[config.mk]
export PLATFORM = sky130hd
export DESIGN_NAME = alu_div_seq
export DESIGN_NICKNAME = d
export VERILOG_FILES = /design/src/rtl/alu_div_seq.sv
export SDC_FILE = /design/constraint.sdc
export NUM_CORES = 1
export LEC_CHECK = 0
export ABC_AREA = 0
export CAP_MARGIN = 10
export CELL_PAD_IN_SITES_DETAIL_PLACEMENT = 1
export CELL_PAD_IN_SITES_GLOBAL_PLACEMENT = 1
export CORE_UTILIZATION = 53
export CTS_BUF_LIST = sky130_fd_sc_hd__clkbuf_2 sky130_fd_sc_hd__clkbuf_4 sky130_fd_sc_hd__clkbuf_8
export CTS_CLUSTER_SIZE = 14
export DETAILED_ROUTE_END_ITERATION = 16
export DONT_BUFFER_PORTS = 1
export PLACE_DENSITY_LB_ADDON = 0.3
export SETUP_SLACK_MARGIN = 0.05
export SYNTH_ARGS = -nofsm -noshare
export SYNTH_HDL_FRONTEND = slang
export SYNTH_SLANG_ARGS = --single-unit
[constraint.sdc]
create_clock -name clk -period 8.7 [get_ports clk]
set_clock_uncertainty 0.15 [all_clocks]
set_input_delay 2.61 -clock clk [delete_from_list [all_inputs] [get_ports clk]]
set_output_delay 2.61 -clock clk [all_outputs]
set_load 0.02 [all_outputs]
[src/rtl/alu_div_seq.sv]
// Multi-cycle restoring divider for DIV/DIVU: one quotient bit per clock.
// Optional ALU_DIV_ZERO_FAST_EN: a zero divisor skips the iteration phase.
module alu_div_seq #(
  parameter int WIDTH = 32,
  parameter int CNT_W = $clog2(WIDTH+1)
) (
  input  logic             clk,
  input  logic             reset,
  input  logic             start,
  input  logic             is_signed,
  input  logic [WIDTH-1:0] dividend,
  input  logic [WIDTH-1:0] divisor,
  output logic             busy,
  output logic             done,
  output logic [WIDTH-1:0] quotient,
  output logic [WIDTH-1:0] remainder,
  output logic             div_zero
);

  typedef enum logic [1:0] {
    IDLE,
    RUN,
    FIX,
    DONE
  } state_t;

  state_t state, state_nx;

  logic [WIDTH-1:0] a, q, m, dvd_raw;
  logic [CNT_W-1:0] cnt;
  logic             neg_q, neg_r, dvs_zero;
  logic             accept, last;
  logic [WIDTH:0]   shifted, diff;
  logic [WIDTH-1:0] mag_dvd, mag_dvs;
  logic [WIDTH-1:0] q_fix, r_fix;

  // start is refused while the done pulse is still on the output
  assign accept = (state == IDLE) && start && !done;
  assign last   = (cnt == CNT_W'(WIDTH-1));

  assign mag_dvd = (is_signed && dividend[WIDTH-1]) ? -dividend : dividend;
  assign mag_dvs = (is_signed && divisor[WIDTH-1])  ? -divisor  : divisor;

  // partial remainder never exceeds the divisor, so WIDTH bits of A suffice
  assign shifted = {a, q[WIDTH-1]};
  assign diff    = shifted - {1'b0, m};

  always_comb begin
    q_fix = neg_q ? -q : q;
    r_fix = neg_r ? -a : a;
    if (dvs_zero) begin
      q_fix = '1;
      r_fix = dvd_raw;
    end
  end

  always_ff @(posedge clk) begin
    if (reset) state <= IDLE;
    else       state <= state_nx;
  end

  always_comb begin
    state_nx = state;
    unique case (state)
      IDLE: begin
        if (accept) begin
`ifdef ALU_DIV_ZERO_FAST_EN
          state_nx = (divisor == '0) ? FIX : RUN;
`else
          state_nx = RUN;
`endif
        end
      end
      RUN:  if (last) state_nx = FIX;
      FIX:  state_nx = DONE;
      DONE: state_nx = IDLE;
    endcase
  end

  always_ff @(posedge clk) begin
    if (reset) begin
      busy      <= 1'b0;
      done      <= 1'b0;
      div_zero  <= 1'b0;
      quotient  <= '0;
      remainder <= '0;
      cnt       <= '0;
      a         <= '0;
      q         <= '0;
      m         <= '0;
      dvd_raw   <= '0;
      neg_q     <= 1'b0;
      neg_r     <= 1'b0;
      dvs_zero  <= 1'b0;
    end else begin
      busy <= (state_nx == RUN) || (state_nx == FIX);
      done <= (state == DONE);
      unique case (state)
        IDLE: begin
          if (accept) begin
            a        <= '0;
            q        <= mag_dvd;
            m        <= mag_dvs;
            cnt      <= '0;
            dvd_raw  <= dividend;
            dvs_zero <= (divisor == '0);
            neg_q    <= is_signed &
                        (dividend[WIDTH-1] ^ divisor[WIDTH-1]);
            neg_r    <= is_signed & dividend[WIDTH-1];
          end
        end
        RUN: begin
          if (diff[WIDTH]) begin
            a <= shifted[WIDTH-1:0];
            q <= {q[WIDTH-2:0], 1'b0};
          end else begin
            a <= diff[WIDTH-1:0];
            q <= {q[WIDTH-2:0], 1'b1};
          end
          cnt <= cnt + CNT_W'(1);
        end
        FIX: begin
          quotient  <= q_fix;
          remainder <= r_fix;
          div_zero  <= dvs_zero;
        end
        DONE: begin
        end
      endcase
    end
  end

endmodule

==> flow_summary.yaml, run 1 <==
global_routing:
  antenna_found_initial: 0
  grt_remaining_overflow: 0
  use_met1_pct: 39.2
  met2_usage_pct: 51.7
  use_met3_pct: 5.29
  grt_use_total_pct: 31.0
  globalRoute.busiestLayer: "met2"
  grt_pass1_vias: 11421
  grt_first_pass_wirelength_microns: 58900
  grt_start_max_net_pins: 186
place:
  dpl.cell_count: 1761
  portBuffers: 0
  post-dp-hpwl_microns: 26100
  place_congestion: 0.899
critical_path:
  path_class: "in2reg"
  cp_max_fo: 7
  cp.buffers_inverters: 0
  cp.arrival_ns: 4.96
  crit_chain: "or4_1 > or3_4 > nor3_4 > nand4_1 > or3_1 > nor4_1 > or4_1 > a31oi_1"
  required_ns: 8.96
  cp_common_cell: "or4_1"
  cp_slowest_stage_delay_ns: 0.60
  endpoint_kind: "register"
  startpoint_type: "primary input"
  cp_top_family: "simple AND/OR/NAND/NOR gates"
  crit_path_top_delay_cell: "or4_1"
layout:
  final_cells: 1817
  drive_above_1_share_pct: 6.05
  syn_to_final_growth_pct: 6.14
  diodes: 0
  final_nets: 1625
  post-route-util_pct: 57.9
timing:
  setup_tns_ns: 0
  slew_violations: 0
  fin_crit_sh_pct: 54.0
  whs_ns: 0.301
  hold_viol: 0
  clock.fmax_ghz: 0.213
  max_slew_margin_pct: 13.0
  grt_setup_unrepaired: "no"
  timing.final.crit_period_ns: 4.70
  worst_pin_slew_ns: 1.29
  setup_viol: 0
yosys:
  synth.most_common_cell: "nand2_1"
  ys_dominant_reg_cell: "dfxtp_1"
  syn-num-nets: 1678
  synth_seq_cells: 206
  yosys-top-cells-count: "254 x nand2_1, 206 x dfxtp_1, 162 x a21oi_1, 131 x nor2_1, 116 x o21ai_0"
  synthCells: 1572
  synth-seq-area-share_pct: 34.3
  syn_area_sq_um: 12000
  yosysWarnings: 0
  synth_edf_count: 0
  yosys.area.top_type: "dfxtp_1"
  synthDistinctLibCells: 72
  yosys-top-cells-area: "dfxtp_1 34%, nand2_1 7.9%, a21oi_1 6.7%"
  netlist.area_leader.share_pct: 34.3
  syn_avg_cell_area_sq_um: 7.64
  async_flop_share_pct: 0
min_path:
  hold_path_class: "reg2reg"
detailed_routing:
  wire_per_inst_microns: 19.9
  drt_wl_total_microns: 36200
  drcViolationCount: 7
  first_pass_iters: 13
  drt_iter0_markers: 715
  vias_per_cell: 6.26
  ant_nets: 0
  vias: 11371
cts:
  post_cts_resized: 0
  clock_path_buffers: 3
  cts.htree.levels: 2
  post_cts_buffers: 0
  cts_hold_repair.buffers: 0
  cts_sinks: 206
  root_buffer: "clkbuf_8"
  cts_inserted_buffers: 36
  tritoncts: "built"
  cts.clk_slew.worst_paths_ns: 0.05
  clock_latency_ns: 0.54
power_and_ir_drop:
  peakVddDrop_v: 0.000105
  leakage_nw: 4.59
  power_mw: 2.69
  p_per_area_nw_per_um2: 211
status:
  violations: "design-rule violations"
  outcome: "finished with violations"
floorplan:
  ios: 135
  start_util_pct: 54.6
  core_region_area_sq_um: 22000
  dieArea_sq_um: 23300
  die_w_microns: 153
  rows: 54
  die_h_microns: 153
job:
  maxCapViolations: 0
## registers in the layout (all words and copies together) (netlist names)
name / cells
state: 2
div_zero: 1
neg_r: 1
a: 32
dvd_raw: 32
q: 32
m: 32
busy: 1
dvs_zero: 1
neg_q: 1
remainder: 32
quotient: 32
done: 1
cnt: 6
## path summary, 6_finish.rpt
path | start | end | slack, ns | depth (start not counted)
setup reg to reg | q[31] | a[2] | 4.43 | 13
setup / recovery | dividend[6] | q[29] | 4.00 | 8
hold reg to reg | neg_q | neg_q | 0.30 | 2
hold / removal | neg_q | neg_q | 0.30 | 2
## tightest hold or removal path: stages, from the launching register on
cell and delay, ns:
dfxtp_1 0.30, nand2_1 0.05, a21oi_1 0.05
## cells by family (layout without fill, tap and decap cells)
logic type	after synthesis	count (layout)	share of synthesized area [%]
AO/OA/AOI/OAI	493	493	25.4
adder cells (fa/ha/maj)	38	38	4.02
flip-flops	206	206	34.3
AND/OR/NAND/NOR	523	523	19.5
multiplexers	21	21	1.78
buffers and inverters	151	116	4.83
XOR/XNOR	140	140	10.2
## where the power goes
part           switching, mW  leakage, nW  internal (mW)
clock                  0.393        0.362          0.473
sequential            0.0750         1.68          0.998
combinational          0.457         2.55          0.294
## layout by cell type, fill, tap and decap left out, drive strengths merged, types with 26 or more instances in the layout
| cell | Yosys | final |
|---|---|---|
| clkbuf | 90 | 52 |
| a21oi | 162 | 162 |
| dfxtp | 206 | 206 |
| nor2 | 131 | 131 |
| o21ai | 124 | 124 |
| nand2 | 254 | 254 |
| inv | 50 | 51 |
| nand3 | 26 | 26 |
| xor2 | 91 | 91 |
| a211oi | 65 | 65 |
| ha | 37 | 37 |
| xnor2 | 49 | 49 |
| a22oi | 27 | 27 |
## through the flow
stage	setup slack, ns	area, sq um
3_5_place_dp	3.49	12100
4_1_cts	4.05	12800
5_1_grt	3.92	12800
6_report	4.00	12800
3_3_place_gp	3.60	12100
2_1_floorplan	3.80	12000
## metal layers
layer | vias to the layer above | routed length [microns]
li1 | 5459 | -
met1 | 5518 | 15700
met2 | 301 | 17200
met3 | 93 | 1910
met4 | 0 | 1370
met5 | - | 0
## cell type report
class                      instances  area [sq um]
clock inverter                     4          23.8
clock buffer                      52           647
tap                              280           350
multi-input combinational       1215          7350
sequential                       206          4130
timing repair buffer              10          75.1
inverter                          50           188
fill                            2759          9270
No activity file was read; power rests on OpenSTA's default activity.
==> run 2: changes to the inputs <==
--- a/config.mk
+++ b/config.mk
@@ -9,7 +9,7 @@
 export CAP_MARGIN = 10
 export CELL_PAD_IN_SITES_DETAIL_PLACEMENT = 1
 export CELL_PAD_IN_SITES_GLOBAL_PLACEMENT = 1
-export CORE_UTILIZATION = 53
+export CORE_UTILIZATION = 44
 export CTS_BUF_LIST = sky130_fd_sc_hd__clkbuf_2 sky130_fd_sc_hd__clkbuf_4 sky130_fd_sc_hd__clkbuf_8
 export CTS_CLUSTER_SIZE = 14
 export DETAILED_ROUTE_END_ITERATION = 16
==> constraint.sdc (replaced) <==
create_clock -name clk -period 3.8 [get_ports clk]
set_clock_uncertainty 0.15 [all_clocks]
set_input_delay 1.14 -clock clk [delete_from_list [all_inputs] [get_ports clk]]
set_output_delay 1.14 -clock clk [all_outputs]
set_load 0.02 [all_outputs]
==> flow_summary.yaml, run 2 (synthesis results as in run 1) <==
timing:
  grt_setup_unrepaired: "no"
  fin_crit_sh_pct: 89.0
  hold_viol: 0
  clock.fmax_ghz: 0.296
  slew_violations: 0
  setup_viol: 0
  max_slew_margin_pct: 35.6
  timing.final.crit_period_ns: 3.38
  worst_pin_slew_ns: 0.964
  setup_tns_ns: 0
global_routing:
  antenna_found_initial: 0
  grt_first_pass_wirelength_microns: 58900
  grt_remaining_overflow: 0
  grt_pass1_vias: 11178
  grt_start_max_net_pins: 186
  grt_use_total_pct: 26.0
cts:
  cts_sinks: 206
  tritoncts: "built"
  cts_inserted_buffers: 38
  root_buffer: "clkbuf_8"
  clock_path_buffers: 3
  cts.htree.levels: 2
  cts_hold_repair.buffers: 0
  clock_latency_ns: 0.53
  cts.clk_slew.worst_paths_ns: 0.06
critical_path:
  startpoint_type: "register"
  required_ns: 4.10
  cp.arrival_ns: 3.68
  cp_slowest_stage_delay_ns: 0.39
  cp_common_cell: "o21ai_1"
  endpoint_kind: "register"
  crit_path_top_delay_cell: "fa_1"
  crit_chain: "inv_1 > ha_1 > fa_1 > nand2b_1 > a21oi_1 > o21ai_0 > o21ai_1 > o2bb2ai_1 > or3_1 > and2_1 > buf_12 > mux2_1 > o21ai_1"
  path_class: "reg2reg"
  cp_max_fo: 8
floorplan:
  dieArea_sq_um: 28000
  rows: 60
  die_h_microns: 167
  start_util_pct: 44.7
  die_w_microns: 167
  ios: 135
  core_region_area_sq_um: 26900
layout:
  final_nets: 1661
  drive_above_1_share_pct: 8.50
  n_fill_cell: 3353
  diodes: 0
  fin_area_sq_um: 13200
  syn_to_final_growth_pct: 9.74
  register_area_sq_um: 4130
  final_cell_mix: "253 x nand2_1, 205 x dfxtp_1, 162 x a21oi_1"
  final_common_cell: "nand2_1"
  multi_input_area_sq_um: 7350
place:
  place_congestion: 0.898
  portBuffers: 0
  post-dp-hpwl_microns: 27100
  place_area_sq_um: 12500
detailed_routing:
  wire_per_inst_microns: 19.1
  first_pass_iters: 4
  drt_iter0_markers: 702
  drcViolationCount: 0
  vias_per_cell: 5.85
  vias: 11205
  drt_wl_total_microns: 36500
  ant_nets: 0
power_and_ir_drop:
  swShare_pct: 33.8
  pwr-share-comb_pct: 28.9
  power_frac_clock_pct: 32.8
  sequentialPowerShare_pct: 38.2
  p_per_area_nw_per_um2: 482
  power.switching_mw: 2.15
  peakVddDrop_v: 0.000212
  leakage_nw: 4.81
  p_int_mw: 4.21
job:
  maxCapViolations: 0
status:
  outcome: "finished clean"
min_path:
  hold_path_class: "reg2reg"
## run 2: cell types whose count changed in the layout (fill, tap and decap cells not counted), sizes merged
cell | before | now
buf | 10 | 44
inv | 51 | 50
clkinv | 3 | 4
clkbuf | 52 | 56
clkinvlp | 0 | 1
## run 2: final timing paths
path / start / to / slack, ns / cells past startpoint
max: q[31] / a[23] / 0.42 / 13
min: dvd_raw[23] / dvd_raw[23] / 0.31 / 2
max reg2reg: q[31] / a[23] / 0.42 / 13
min reg2reg: dvd_raw[23] / dvd_raw[23] / 0.31 / 2
## run 2: layout make-up
cell class	count	share of cell area, %
clock buffer	56	5.28
clock inverter	5	0.209
inverter	50	1.42
multi-input combinational	1215	55.8
sequential	206	31.3
tap	341	3.24
timing repair buffer	44	2.82
## run 2: layer usage
metal	track usage (%)	routed length [microns]	up-vias
met3	4.23	1680	55
li1	-	-	5527
met2	43.4	17000	259
met4	8.82	1030	0
met1	34.0	16800	5364
met5	0	0	-
## run 2: timing repair
item	in CTS	in global routing
gates resized for setup	0	2
buffers inserted	0	0
setup endpoints to repair	0	1
## run 2: per-stage QoR
| step | total power, mW | hold slack (ns) | util [%] | cells | setup WS (ns) |
|---|---|---|---|---|---|
| after floorplan | 3.79 | 0.282 | - | 1572 | 0.367 |
| after global placement | 4.24 | 0.289 | 46.3 | 1856 | 0.271 |
| after detailed placement | 4.30 | 0.296 | 46.3 | 1856 | 0.241 |
| after CTS | 6.40 | 0.306 | 49.0 | 1917 | 0.398 |
| after global routing | 6.73 | 0.322 | 49.1 | 1917 | 0.105 |
| final | 6.36 | 0.310 | 49.1 | 1917 | 0.419 |
## run 2: worst max-delay path, delay by kind of cell (launching register included)
family                   cells  cell delay, ns
AO/OA/AOI/OAI                5            0.94
adder cells (fa/ha/maj)      2            0.61
buffers and inverters        2            0.23
flip-flops                   1            0.38
multiplexers                 1            0.32
AND/OR/NAND/NOR              3            0.66
## run 2: power groups by stage
| stage | combinational, mW | sequential, mW | clock [mW] |
|---|---|---|---|
| after floorplan | 1.36 | 2.43 | 0 |
| after global placement | 1.78 | 2.47 | 0 |
| after detailed placement | 1.82 | 2.47 | 0 |
| after CTS | 1.83 | 2.43 | 2.14 |
| after global routing | 2.03 | 2.45 | 2.25 |
| final | 1.84 | 2.43 | 2.09 |
==> run 3: changes to the inputs <==
--- a/config.mk
+++ b/config.mk
@@ -14,6 +14,8 @@
 export CTS_CLUSTER_SIZE = 14
 export DETAILED_ROUTE_END_ITERATION = 16
 export DONT_BUFFER_PORTS = 1
+export GPL_TIMING_DRIVEN = 0
+export MAX_ROUTING_LAYER = met4
 export PLACE_DENSITY_LB_ADDON = 0.3
 export SETUP_SLACK_MARGIN = 0.05
 export SYNTH_ARGS = -nofsm -noshare
==> flow_summary.yaml, run 3 (synthesis results as in run 1) <==
critical_path:
  startpoint_type: "register"
  cp-startpoint: "a[20]"
  cp.arrival_ns: 3.94
  cp-endpoint: "a[28]"
  r2r-start: "a[20]"
  path_class: "reg2reg"
  cp_max_fo: 10
  reg2regPathDepth: 13
  required_ns: 4.08
  endpoint_kind: "register"
  rr_endpoint: "a[28]"
  reg2reg_slack_ns: 0.14
place:
  place_congestion: 0.927
  place_area_sq_um: 12400
  portBuffers: 0
  post-dp-hpwl_microns: 33000
floorplan:
  start_util_pct: 44.7
  die_w_microns: 167
  die_h_microns: 167
  core_region_area_sq_um: 26900
  rows: 60
  ios: 135
  dieArea_sq_um: 28000
job:
  maxCapViolations: 0
detailed_routing:
  vias_per_cell: 5.95
  drt_wl_total_microns: 42600
  ant_nets: 0
  drt_iter0_markers: 757
  wire_per_inst_microns: 21.6
  drcViolationCount: 0
  first_pass_iters: 5
  vias: 11773
cts:
  tritoncts: "built"
  clock_latency_ns: 0.56
  cts.htree.levels: 2
  cts_sinks: 206
  cts_inserted_buffers: 39
  clock_path_buffers: 3
  cts.clk_slew.worst_paths_ns: 0.06
  root_buffer: "clkbuf_8"
timing:
  fin_crit_sh_pct: 96.3
  slew_violations: 0
  max_slew_margin_pct: 34.5
  timing.final.crit_period_ns: 3.66
  hold_viol: 0
  clock.fmax_ghz: 0.273
  worst_pin_slew_ns: 0.979
  setup_viol: 0
layout:
  final_nets: 1720
  syn_to_final_growth_pct: 10.3
  fin_area_sq_um: 13300
  final_common_cell: "nand2_1"
  drive_above_1_share_pct: 5.99
  diodes: 0
  final_cell_mix: "254 x nand2_1, 203 x dfxtp_1, 161 x a21oi_1"
power_and_ir_drop:
  leakage_nw: 4.73
  p_per_area_nw_per_um2: 494
  peakVddDrop_v: 0.000221
  power_mw: 6.54
global_routing:
  grt_remaining_overflow: 0
  antenna_found_initial: 0
  grt_use_total_pct: 31.2
  grt_first_pass_wirelength_microns: 66300
  grt_pass1_vias: 12024
  grt_start_max_net_pins: 11
status:
  outcome: "finished clean"
min_path:
  hold_path_class: "reg2reg"
==> run 3: changes by cell type in the layout (fill, tap and decap cells not counted), sizes merged <==
cell    change
inv         +1
buf        -32
bufinv      +1
clkbuf     +90
clkinv      +1
==> run 3: worst min path at each step <==
stage / startpoint / to / cells past startpoint
finish: dvd_raw[29] / dvd_raw[29] / 2
global route: dvd_raw[0] / dvd_raw[0] / 2
CTS: dvd_raw[17] / dvd_raw[17] / 2
detailed placement: dvd_raw[29] / dvd_raw[29] / 2
global placement: dvd_raw[0] / dvd_raw[0] / 2
floorplan: m[11] / m[11] / 2
==> run 3: repair_timing <==
| item | in CTS | in global routing |
|---|---|---|
| hold buffers | 0 | 0 |
| setup buffers | 1 | 0 |
| pin swaps | 1 | 0 |
| setup endpoints to repair | 29 | 29 |
| gates resized for setup | 3 | 10 |
==> run 3: final cells by class <==
type                            count  area [sq um]
Clock buffer                       56           696
Fill cell                        3440         13600
Multi-Input combinational cell   1215          7340
Clock inverter                      8          71.3
Buffer                            101           397
Sequential cell                   206          4130
Tap cell                          341           427
Timing Repair Buffer                1          7.51
Inverter                           50           188
==> run 3: power by group <==
group	leakage, nW	internal [mW]	switching [mW]
registers	1.68	2.28	0.169
logic	2.64	0.718	1.16
clock network	0.410	1.24	0.978
==> run 3: through the flow <==
step | utilization [%] | hold WS [ns] | worst slack, ns | std cells | TNS, ns
after floorplan | - | 0.282 | 0.367 | 1572 | 0
after global placement | 46.3 | 0.293 | -0.167 | 1913 | -1.65
after detailed placement | 46.3 | 0.301 | -0.218 | 1913 | -4.38
after CTS | 49.2 | 0.308 | 0.0845 | 1978 | 0
after global routing | 49.3 | 0.321 | -0.00328 | 1978 | -0.00328
final | 49.3 | 0.308 | 0.140 | 1978 | 0
==> run 3: routing by layer <==
layer | part of all wire [%] | GRT usage (%) | vias to the layer above
li1 | - | - | 5646
met1 | 43 | 37.5 | 5705
met2 | 48 | 52.4 | 339
met3 | 5.5 | 5.03 | 83
met4 | 3.4 | 12.1 | 0
met5 | 0 | - | -
==> run 3: worst max-delay path: stages, from the launching register on <==
cell,delay [ns]
dfxtp_1,0.51
ha_1,0.37
a211o_1,0.33
a21oi_1,0.17
o21ai_1,0.13
a311oi_1,0.36
a211oi_2,0.10
or3_1,0.36
clkbuf_2,0.18
and2_1,0.18
buf_4,0.17
buf_4,0.18
nand2_1,0.19
o21ai_0,0.13
==> RTL edit, RTL diff (settings of run 3) <==
Change the parameter `WIDTH` from 32 to 16.
--- a/src/rtl/alu_div_seq.sv
+++ b/src/rtl/alu_div_seq.sv
@@ -2,5 +2,5 @@
 // Optional ALU_DIV_ZERO_FAST_EN: a zero divisor skips the iteration phase.
 module alu_div_seq #(
-  parameter int WIDTH = 32,
+  parameter int WIDTH = 16,
   parameter int CNT_W = $clog2(WIDTH+1)
 ) (
Ports: changed (resized dividend, divisor, quotient and remainder); port bits go from 135 to 71. No check against the original RTL was run, so the function may have changed too.
==> RTL edit against run 3 <==
  * Setup slack improved by 330 ps
  * Hold slack improved by 5.3 ps
  * Area after synthesis is 48% lower
  * Sequential share of layout area rose by 1.7 points
  * Sequential cell count fell by 97
  * Power shrank 59%
  * Clock power decreased by 66%
  * Fmax up 9.9%
  * Core utilization decreased by 1.2 points
  * Combinational power is 64% lower
  * Routed wire length shrank 55%
  * Cell area shrank 50%
  * Critical endpoint is now a[14]
  * Largest cell class unchanged
  * Highest routed layer unchanged
==> RTL edit: results (changes against run 3) <==
* HPWL Detailed at 15.25 mm (was 32.96 mm)
* Root Driver: sky130_fd_sc_hd__clkbuf_8 (unchanged)
* # nets final at 879 (was 1720)
* H-Tree Depth at 3 (was 2)
* Largest delay contributor family on the critical path: compound AO/OA/AOI/OAI gates (unchanged)
* Average wire per cell in the routed design at 19.13 um (was 21.56 um)
* Largest cells by area after synthesis: sky130_fd_sc_hd__dfxtp_1 (35%), sky130_fd_sc_hd__nand2_1 (8.0%), sky130_fd_sc_hd__a21oi_1 (6.3%) (was sky130_fd_sc_hd__dfxtp_1 (34%), sky130_fd_sc_hd__nand2_1 (7.9%), sky130_fd_sc_hd__a21oi_1 (6.7%))
* Buffers from clock root to sink, at most at 2 (was 3)
* Outcome: finished clean (unchanged)
* Worst hold slack after final layout at 313.4 ps (was 308.1 ps)
* CTS clock-pin slew for the worst setup and hold paths at 120 ps (was 60 ps)
* Cell leakage power at 2.481 nW (was 4.729 nW)
* Actual transition at the worst max-transition pin at 866.5 ps (was 979.4 ps)
* Insertion delay of the later-clocked pin in the worst-skew pair at 400 ps (was 560 ps)
* DP Area at 6442 sq um (was 12440 sq um)
* Largest voltage drop on the vdd net at 0.2127 mV (was 0.2209 mV)
* Hold path start: dvd_raw[5] (was dvd_raw[29])
* Ranking of synthesized cells by instance count: sky130_fd_sc_hd__nand2_1 (132), sky130_fd_sc_hd__dfxtp_1 (109), sky130_fd_sc_hd__a21oi_1 (78) (was sky130_fd_sc_hd__nand2_1 (254), sky130_fd_sc_hd__dfxtp_1 (206), sky130_fd_sc_hd__a21oi_1 (162))
* Register-to-Register Path Depth at 11 (was 13)
* Worst r2r src: q[15] (was a[20])
* Setup fix buffers added after clock tree synthesis at 0 (was 1)
* CTS buffer count at 9 (was 39)
* All-Layer GR Usage at 27.92% (was 31.22%)
* Sequential share of the synthesized area at 35.10% (was 34.32%)
* Number of global-route vias before repair at 5968 (was 12020)
* Register-to-register path setup slack at 470 ps (was 140 ps)
* Count of cells resized by post-cts repair at 0 (was 3)
* Count of distinct cell types in the synthesized netlist at 55 (was 72)
* Placer Congestion at 0.9211 (was 0.9272)
* Data arrival at the endpoint of the critical path at 3480 ps (was 3940 ps)
* Share of cells above drive strength 1 at 3.273% (was 5.987%)
* Iteration-0 DRC count of the detailed router at 250 (was 757)
* Pin count of the biggest net entering global routing at 20 (was 11)
* Standard cell with the maximum stage delay on the critical path: sky130_fd_sc_hd__a21oi_1 (was sky130_fd_sc_hd__dfxtp_1)
* Endpoint of the worst register-to-register path: a[14] (was a[28])
* Largest fanout on the critical path at 10 (unchanged)
* Global-route wire length before repair at 30.81 mm (was 66.25 mm)
* Net count after synthesis at 868 (was 1678)
* Number of vias per cell after detailed routing at 5.806 (was 5.952)
* Hold Crit Endpoint: dvd_raw[5] (was dvd_raw[29])
RTL edit: changes by cell type after synthesis, moves of 15 or more:
cell                       before  now
sky130_fd_sc_hd__a21oi_1      162   78
sky130_fd_sc_hd__o21ai_0      116   45
sky130_fd_sc_hd__clkbuf_1      89   42
sky130_fd_sc_hd__dfxtp_1      206  109
sky130_fd_sc_hd__nor2_1       131   72
sky130_fd_sc_hd__xor2_1        91   40
sky130_fd_sc_hd__xnor2_1       49   25
sky130_fd_sc_hd__a211oi_1      65   24
sky130_fd_sc_hd__nand2_1      254  132
sky130_fd_sc_hd__inv_1         50   33
sky130_fd_sc_hd__ha_1          37   22
RTL edit: report_power, final:
group	leakage (nW)	internal [mW]	switching (mW)
Combinational	1.49	0.276	0.403
Clock	0.107	0.316	0.443
Sequential	0.888	1.20	0.0664
RTL edit: routing by layer:
metal | global-route usage (%) | vias to the layer above | wire (um)
met3 | 5.733 | 26 | 1214
met2 | 43.29 | 152 | 8651
met4 | 8.951 | 0 | 389
li1 | - | 2845 | -
met5 | - | - | 0
met1 | 36.35 | 2812 | 8973
RTL edit: layout make-up:
type / instances / area, sq um
fillers: 1724 / 7181
clock buffers: 9 / 123.9
clock inverters: 7 / 80.08
well taps: 180 / 225.2
multi-input cells: 619 / 3711
plain buffers: 48 / 200.2
flip-flops and latches: 109 / 2182
inverters: 33 / 123.9
RTL edit: worst reg2reg max path: stages (launching register included):
cell                       delay, ps
sky130_fd_sc_hd__dfxtp_1         420
sky130_fd_sc_hd__inv_1            90
sky130_fd_sc_hd__ha_1            230
sky130_fd_sc_hd__fa_1            420
sky130_fd_sc_hd__nand2b_1        200
sky130_fd_sc_hd__a21o_1          210
sky130_fd_sc_hd__a21oi_1         520
sky130_fd_sc_hd__a211o_1         240
sky130_fd_sc_hd__o211ai_2        130
sky130_fd_sc_hd__buf_6           180
sky130_fd_sc_hd__a31o_1          220
sky130_fd_sc_hd__a32o_1          230
RTL edit: worst max-delay path by stage:
| stage | from | to | cells past startpoint |
|---|---|---|---|
| global placement | q[15] | a[14] | 11 |
| detailed placement | q[15] | a[14] | 11 |
| CTS | q[15] | a[14] | 11 |
| global route | q[15] | a[12] | 11 |
| floorplan | divisor[8] | m[14] | 5 |
| finish | q[15] | a[14] | 11 |
RTL edit: logic make-up after synthesis:
group | after synthesis | synth area share [%]
AOI/OAI and AO/OA | 221 | 22.20
adders and majority gates | 23 | 4.749
buffers and inverters | 81 | 5.212
DFF | 109 | 35.10
and+or+nand+nor | 295 | 21.17
xor gates and xnor gates | 65 | 9.157
muxes | 15 | 2.415
RTL edit: per-stage QoR:
stage / worst slack [ps] / cells
floorplan: 979.0 / 809
global placement: 667.6 / 989
detailed placement: 502.3 / 989
CTS: 480.7 / 1005
global route: 346.2 / 1005
finish: 469.7 / 1005
